==> config.mk <==
export PLATFORM = sky130hd
export DESIGN_NAME = ppu_render_scheduler
export DESIGN_NICKNAME = d
export VERILOG_FILES = /design/src/rtl/ppu_render_scheduler.sv
export SDC_FILE = /design/constraint.sdc
export NUM_CORES = 1
export LEC_CHECK = 0
export CORE_AREA = 8 8 71 61
export CTS_CLUSTER_SIZE = 10
export DETAILED_ROUTE_END_ITERATION = 6
export DIE_AREA = 0 0 79 69
export PLACE_DENSITY = 0.76
export SYNTH_ARGS = -nofsm -noshare
export SYNTH_HDL_FRONTEND = slang
export SYNTH_SLANG_ARGS = --single-unit
==> constraint.sdc <==
create_clock -name clk -period 4.8 [get_ports clk]
set_input_delay 0.72 -clock clk [delete_from_list [all_inputs] [get_ports clk]]
set_output_delay 0.72 -clock clk [all_outputs]
set_load 0.02 [all_outputs]
==> src/rtl/ppu_render_scheduler.sv <==
// ppu_render_scheduler
// Dot/scanline timing controller for the PPU. It counts dots and scanlines
// and decodes the (line, dot) positions that sequence the VRAM address
// datapath in the register block. It also owns the vblank status flag, NMI
// generation and the sprite-flag clear. All outputs are registered.
//
// Ports
//   clk                 system clock, everything on posedge
//   rst                 asynchronous, active-high reset
//   dot_EN              pixel-clock enable; counters advance only when high
//   rendering_EN        background_EN | sprite_EN
//   interrupt_EN        NMI enable from the control register
//   clearVerticalBlank  one-cycle pulse, CPU read of the status register
//   incrementX          strobe: coarse X / page X increment
//   incrementY          strobe: fine/coarse Y increment
//   resetX              strobe: copy temp X bits into the VRAM address
//   resetY              strobe: copy temp Y bits into the VRAM address
//   clearSpriteFlags    strobe: clear spriteCollision and spriteOverflow
//   verticalBlankRegion vblank status flag (level)
//   nmi                 NMI request (level)
//   dot, scanline       current counters
//   oddFrame            frame parity
module ppu_render_scheduler #(
    parameter int DOTS_PER_LINE   = 341,
    parameter int LINES_PER_FRAME = 262,
    parameter int VISIBLE_LINES   = 240,
    parameter int VBLANK_LINE     = 241
) (
    input  logic       clk,
    input  logic       rst,
    input  logic       dot_EN,
    input  logic       rendering_EN,
    input  logic       interrupt_EN,
    input  logic       clearVerticalBlank,
    output logic       incrementX,
    output logic       incrementY,
    output logic       resetX,
    output logic       resetY,
    output logic       clearSpriteFlags,
    output logic       verticalBlankRegion,
    output logic       nmi,
    output logic [8:0] dot,
    output logic [8:0] scanline,
    output logic       oddFrame
);

    localparam logic [8:0] LAST_DOT   = 9'(DOTS_PER_LINE - 1);
    localparam logic [8:0] SKIP_DOT   = 9'(DOTS_PER_LINE - 2);
    localparam logic [8:0] PRE_LINE   = 9'(LINES_PER_FRAME - 1);
    localparam logic [8:0] VIS_LINES  = 9'(VISIBLE_LINES);
    localparam logic [8:0] VBL_LINE   = 9'(VBLANK_LINE);
    localparam logic [8:0] FLAG_DOT   = 9'd1;
    localparam logic [8:0] X_FIRST    = 9'd8;
    localparam logic [8:0] X_LAST     = 9'd256;
    localparam logic [8:0] X_FETCH_A  = 9'd328;
    localparam logic [8:0] X_FETCH_B  = 9'd336;
    localparam logic [8:0] Y_DOT      = 9'd256;
    localparam logic [8:0] RX_DOT     = 9'd257;
    localparam logic [8:0] RY_FIRST   = 9'd280;
    localparam logic [8:0] RY_LAST    = 9'd304;

    logic [8:0] dot_r;
    logic [8:0] scanline_r;
    logic       odd_frame_r;
    logic       inc_x_r;
    logic       inc_y_r;
    logic       reset_x_r;
    logic       reset_y_r;
    logic       clear_sprite_r;
    logic       vblank_r;
    logic       nmi_r;

    logic [8:0] dot_next_s;
    logic [8:0] scanline_next_s;
    logic       odd_frame_next_s;
    logic       inc_x_s;
    logic       inc_y_s;
    logic       reset_x_s;
    logic       reset_y_s;
    logic       clear_sprite_s;
    logic       vblank_next_s;
    logic       render_line_s;
    logic       pre_line_s;
    logic       render_active_s;

    assign pre_line_s      = (scanline_r == PRE_LINE);
    assign render_line_s   = (scanline_r < VIS_LINES) || pre_line_s;
    assign render_active_s = rendering_EN && render_line_s;

    // Event decode and next-state for counters and vblank flag
    always_comb begin
        dot_next_s       = dot_r;
        scanline_next_s  = scanline_r;
        odd_frame_next_s = odd_frame_r;
        inc_x_s          = 1'b0;
        inc_y_s          = 1'b0;
        reset_x_s        = 1'b0;
        reset_y_s        = 1'b0;
        clear_sprite_s   = 1'b0;
        vblank_next_s    = vblank_r;

        if (dot_EN) begin
            // Tile fetch increments every 8 dots across the visible span,
            // plus the two prefetch tiles for the next line.
            inc_x_s = render_active_s &&
                      (((dot_r[2:0] == 3'd0) && (dot_r >= X_FIRST) && (dot_r <= X_LAST)) ||
                       (dot_r == X_FETCH_A) || (dot_r == X_FETCH_B));
            inc_y_s   = render_active_s && (dot_r == Y_DOT);
            reset_x_s = render_active_s && (dot_r == RX_DOT);
            reset_y_s = rendering_EN && pre_line_s &&
                        (dot_r >= RY_FIRST) && (dot_r <= RY_LAST);
            clear_sprite_s = pre_line_s && (dot_r == FLAG_DOT);

            if (pre_line_s && odd_frame_r && rendering_EN && (dot_r == SKIP_DOT)) begin
                // Short odd frame: the last dot of the pre-render line is dropped.
                dot_next_s       = 9'd0;
                scanline_next_s  = 9'd0;
                odd_frame_next_s = ~odd_frame_r;
            end else if (dot_r == LAST_DOT) begin
                dot_next_s = 9'd0;
                if (pre_line_s) begin
                    scanline_next_s  = 9'd0;
                    odd_frame_next_s = ~odd_frame_r;
                end else begin
                    scanline_next_s = scanline_r + 9'd1;
                end
            end else begin
                dot_next_s = dot_r + 9'd1;
            end
        end else begin
            dot_next_s = dot_r;
        end

        // A CPU status read wins over a coincident set, suppressing the
        // flag (and therefore the NMI) for the whole frame.
        if (clearVerticalBlank) begin
            vblank_next_s = 1'b0;
        end else if (dot_EN && (scanline_r == VBL_LINE) && (dot_r == FLAG_DOT)) begin
            vblank_next_s = 1'b1;
        end else if (dot_EN && pre_line_s && (dot_r == FLAG_DOT)) begin
            vblank_next_s = 1'b0;
        end else begin
            vblank_next_s = vblank_r;
        end
    end

    // State and registered outputs
    always_ff @(posedge clk or posedge rst) begin
        if (rst) begin
            dot_r          <= 9'd0;
            scanline_r     <= 9'd0;
            odd_frame_r    <= 1'b0;
            inc_x_r        <= 1'b0;
            inc_y_r        <= 1'b0;
            reset_x_r      <= 1'b0;
            reset_y_r      <= 1'b0;
            clear_sprite_r <= 1'b0;
            vblank_r       <= 1'b0;
            nmi_r          <= 1'b0;
        end else begin
            dot_r          <= dot_next_s;
            scanline_r     <= scanline_next_s;
            odd_frame_r    <= odd_frame_next_s;
            inc_x_r        <= inc_x_s;
            inc_y_r        <= inc_y_s;
            reset_x_r      <= reset_x_s;
            reset_y_r      <= reset_y_s;
            clear_sprite_r <= clear_sprite_s;
            vblank_r       <= vblank_next_s;
            // Built from the next flag value so nmi moves in the same clk as vblank.
            nmi_r          <= vblank_next_s && interrupt_EN;
        end
    end

    assign incrementX          = inc_x_r;
    assign incrementY          = inc_y_r;
    assign resetX              = reset_x_r;
    assign resetY              = reset_y_r;
    assign clearSpriteFlags    = clear_sprite_r;
    assign verticalBlankRegion = vblank_r;
    assign nmi                 = nmi_r;
    assign dot                 = dot_r;
    assign scanline            = scanline_r;
    assign oddFrame            = odd_frame_r;

endmodule
**After elaboration in Yosys (flattened, before gate mapping)**

Index checks and enable logic that the tools add are counted.

- Register bits after elaboration: 26
- Latch bits: 0
- Bits in writable memories: 0
- Memory bits (read-only): 0
- Output and inout port bits: 26
- Memories kept: 0

- Add/subtract/negate cells: 2
- Multipliers: 0
- Div/mod/pow operators: 0
- $lt $le $gt $ge: 5
- Equal/unequal tests: 9
- Shift operators: 0
- Muxes and demuxes: 16
- Bitwise gates (word level): 1
- Reductions and logical operators: 26

Operators with widths:

| cell | count |
|---|---|
| $eq A9 B9 Y1 const B | 7 |
| $mux W9 | 5 |
| $add A9 B1 Y9 const B | 2 |
| $le A9 B9 Y1 const B | 2 |
| $logic_and A1 B1 Y1 | 18 |
| $mux W1 | 11 |
| $eq A9 B1 Y1 const B | 1 |
| $eq A9 B8 Y1 const B | 1 |
| $ge A9 B4 Y1 const B | 1 |
| $ge A9 B9 Y1 const B | 1 |
| $lt A9 B8 Y1 const B | 1 |
| $reduce_bool A2 Y1 | 2 |
| $logic_not A3 Y1 | 1 |
| $logic_or A1 B1 Y1 | 3 |
| $reduce_and A3 Y1 | 1 |
| $reduce_and A2 Y1 | 1 |
| $not A1 Y1 | 1 |

**Logic depth before layout (Yosys ltp)**

- Depth after elaboration: 7
- Depth in mapped cells: 7
- Mapped depth without buffers: 6

**Worst setup path before layout**

Ideal clock, no wire load.

- Path type: reg-to-reg
- From: register dot_r[0], in the netlist dot[0]
- To: register scanline_r[3], in the netlist scanline[3]
- Arrival time: 1.822 ns
- Required time: 4.675 ns
- Slack: 2.853 ns
- Stages on the path, launching flop included: 6
- Buffers on the path: 0
- Period minus slack after synthesis: 1.947 ns
- Cells stage by stage: dfrtp_1 -> ha_1 -> and4b_1 -> nand4_4 -> a211oi_1 -> mux2_2

- Longest elaborated chain between the ends: 4
- Elaborated cells on any way between the ends: 6
- Those cells by class: eq/ne: 2; mux: 1; reduce/logical: 3

RTL lines:

| element | line | RTL |
|---|---|---|
| start, declared | 62 | `logic [8:0] dot_r;` |
| start signal, assigned | 161 | `dot_r <= dot_next_s;` |
| $eq A9 B9 Y1 | 114 | `if (pre_line_s && odd_frame_r && rendering_EN && (dot_r == SKIP_DOT)) begin` |
| $logic_and A1 B1 Y1 | 114 |  |
| $reduce_bool A2 Y1 (no source line) | - |  |
| $reduce_and A2 Y1 (no source line) | - |  |
| end signal, assigned | 162 | `scanline_r <= scanline_next_s;` |
| end, declared | 63 | `logic [8:0] scanline_r;` |

Parallel ways exist; a longest one is shown, timed or not.
A chain may end at the register's enable or synchronous reset.

**Worst setup path in the final report**

- From: input dot_EN
- To: register scanline_r[0], in the netlist scanline[0]

- Longest elaborated chain between the ends: 1

RTL lines:

| element | line | RTL |
|---|---|---|
| start, declared | 31 | `input logic dot_EN,` |
| $reduce_and A2 Y1 (no source line) | - |  |

No other way between the ends.

==> results.py <==
metrics = {
    "global_route": {
        "met2_usage": 0.194,
        "grt_max_degree": 27,
        "globalRouteOverflowTotal": 0,
        "busiest_layer": "met2",
        "grt_pass1_vias": 1155,
        "use_met3": 0.0272,
        "grt_use_met1": 0.157,
        "antenna_found_initial": 0,
        "grt_pass1_wl_um": 5580,
        "globalRouteTotalUtil": 0.122,
    },
    "setup_path": {
        "path_max_fanout": 11,
        "cp_data_arrival_time_ns": 2.47,
        "crit_path_end_kind": "flop",
        "crit_type": "in2reg",
        "r2r-start": "dot[0]$_DFFE_PP0P_",
        "setup.worst_path.start_class": "input port",
        "cp.required_ns": 4.96,
        "startpoint": "dot_EN",
    },
    "power_and_ir_drop": {
        "p_leak_nw": 0.793,
        "irDropWorstVdd_uv": 310,
        "power.density_nw_per_um2": 350,
        "internal_power_mw": 0.421,
        "p_comb_frac": 0.322,
        "p_clk_frac": 0.214,
        "power_frac_seq": 0.464,
        "p_sw_mw": 0.238,
        "switching_share": 0.361,
    },
    "routing": {
        "drtAntennaViolNets": 0,
        "drc": 0,
        "routed_wl_um": 3260,
        "drt_iter0_drc": 80,
        "vias": 1195,
        "routed_via_density": 5.51,
        "wl_per_cell_um": 15.0,
        "firstDrtPassIters": 5,
    },
    "cells_and_area": {
        "diodes": 0,
        "nFillCells": 281,
        "drive_gt1_frac": 0.103,
        "layout_commonest_cell": "clkdlybuf4s50_1",
        "nets": 187,
        "syn_to_final_growth_pct": 25.8,
        "post-route-cell-area_um2": 1880,
        "most-common-layout-cells": "clkdlybuf4s50_1, dfrtp_1, nor2_1, nand2_1, xor2_1",
    },
    "clocking": {
        "cts_buffers": 3,
        "cts_resized": 0,
        "ctsHtreeMaxLevel": 1,
        "cts_sinks": 26,
        "cts_tree": "done",
        "clk_pin_slew_ns": 0.09,
        "worstSkewPairLatency_ns": 0.27,
        "root_buffer": "clkbuf_8",
        "clock_path_buffers": 2,
        "post-cts-setup-buffer-count": 0,
        "holdBufCountCts": 0,
    },
    "outcome": {
        "outcome": "finished, final reports clean",
    },
    "sta": {
        "fin_crit_sh": 0.479,
        "setup_slack_ns": 2.50,
        "skew_ns": 0.00463,
        "min_period_ns": 2.30,
        "worstMarginPinSlew_ns": 0.958,
        "hold_viol": 0,
        "slew_headroom": 0.360,
        "setup_viol": 0,
        "final_max_slew_viol_count": 0,
        "fmax_ghz": 0.435,
        "setup_tns_ns": 0,
        "rsz0062_at_grt": "false",
    },
    "synth": {
        "synth_xor_xnor_area_share": 0.0762,
        "synth_compound_area_frac": 0.137,
        "yosysWarnings": 0,
        "synth-main-ff-cell": "dfrtp_1",
        "synthMuxAreaShare": 0.0151,
        "synth_edf_count": 0,
        "ys_async_sr_fraction": 1.00,
        "postSynthCellCount": 146,
        "ys_ff_latch": 26,
        "syn_avg_cell_area_um2": 10.2,
        "ys_seq_area_frac": 0.435,
        "yosys.area_share.simple": 0.258,
        "synth_top_family_by_area": "simple AND/OR/NAND/NOR gates",
        "synth_area_um2": 1500,
        "syn-num-nets": 157,
        "synth.distinct_cells": 45,
        "synthAdderAreaFrac": 0.0418,
    },
    "placement": {
        "gp_congestion": 0.850,
        "postPlaceCellArea_um2": 1830,
        "io_buffers": 31,
        "hpwl_um": 2480,
        "pre_cts_ws_ns": 2.22,
    },
    "worst_hold_path": {
        "hp-class": "reg2reg",
        "hold_start": "oddFrame$_DFFE_PP0P_",
    },
    "floorplanning": {
        "dieArea_um2": 5450,
        "io_pins": 32,
        "die_width_um": 79,
        "initial_core_util": 0.462,
        "rows": 19,
        "fp.dieH_um": 69,
        "core_um2": 3230,
    },
    "run": {
        "maxCapViolCount": 0,
    },
}
==> cells in the mapped netlist, types with 2 or more instances <==
| cell | count | area (µm²) |
|---|---|---|
| a211oi_1 | 3 | 22.5 |
| a21oi_1 | 7 | 35.0 |
| and4_1 | 2 | 17.5 |
| and4bb_2 | 2 | 25.0 |
| buf_2 | 5 | 25.0 |
| dfrtp_1 | 26 | 651 |
| ha_1 | 5 | 62.6 |
| inv_1 | 6 | 22.5 |
| mux2_2 | 2 | 22.5 |
| nand2_1 | 11 | 41.3 |
| nand2b_1 | 2 | 12.5 |
| nand3_1 | 4 | 20.0 |
| nand3b_1 | 2 | 15.0 |
| nand4_1 | 5 | 31.3 |
| nor2_1 | 13 | 48.8 |
| nor3_1 | 5 | 25.0 |
| o21a_1 | 2 | 15.0 |
| o21ai_0 | 4 | 20.0 |
| or2_2 | 3 | 18.8 |
| xnor2_1 | 4 | 35.0 |
| xor2_1 | 9 | 78.8 |
==> per-stage QoR <==
step / power [mW] / hold slack, ns / util / instances
detailed placement: 0.523 / 0.494 / 0.565 / 213
CTS: 0.664 / 0.505 / 0.582 / 217
global placement: 0.515 / 0.496 / 0.565 / 213
floorplan: 0.434 / 0.589 / - / 146
finish: 0.659 / 0.511 / 0.582 / 217
global route: 0.700 / 0.538 / 0.582 / 217
==> sequential cells by signal, indices dropped and copies added (netlist names) <==
register,count
resetY,1
clearSpriteFlags,1
oddFrame,1
incrementX,1
scanline,9
verticalBlankRegion,1
nmi,1
dot,9
resetX,1
incrementY,1
==> layout make-up <==
type                       count  area, µm²  area share
clock buffer                   4       55.1      0.0293
sequential                    26        651       0.346
tap                           42       52.6      0.0279
multi-input combinational    108        790       0.420
timing repair buffer          31        310       0.165
inverter                       6       22.5      0.0120
==> critical path: stages <==
cell	delay, ns
clkdlybuf4s50_1	0.67
nand2_1	0.36
a21oi_4	0.35
mux2_2	0.37
==> final timing paths <==
kind                                      endpoint  slack, ns  depth (start not counted)
max in group asynchronous       dot[6]$_DFFE_PP0P_       3.26                          2
min in group asynchronous            nmi$_DFF_PP0_       0.96                          2
min                           oddFrame$_DFFE_PP0P_       0.51                          1
min reg2reg                   oddFrame$_DFFE_PP0P_       0.51                          1
max reg2reg                scanline[0]$_DFFE_PP0P_       2.78                          5
max                        scanline[0]$_DFFE_PP0P_       2.50                          4
==> cell families after synthesis <==
family | count (synthesis)
compound gates | 26
xor+xnor | 13
fa+ha+maj | 5
buf+inv | 12
flops | 26
mux | 2
simple gates | 62
==> power groups by stage <==
stage / Sequential (mW) / Combinational, mW / Clock (mW)
final: 0.306 / 0.212 / 0.141
after global routing: 0.312 / 0.236 / 0.152
after CTS: 0.305 / 0.216 / 0.143
after detailed placement: 0.310 / 0.214 / 0
after global placement: 0.305 / 0.210 / 0
after floorplan: 0.313 / 0.121 / 0
==> layer usage <==
| layer | vias to the layer above | routed length, µm |
|---|---|---|
| li1 | 578 | - |
| met1 | 577 | 1470 |
| met2 | 36 | 1540 |
| met3 | 4 | 205 |
| met4 | 0 | 31 |
| met5 | - | 0 |
Power figures use the tool's default switching activity.
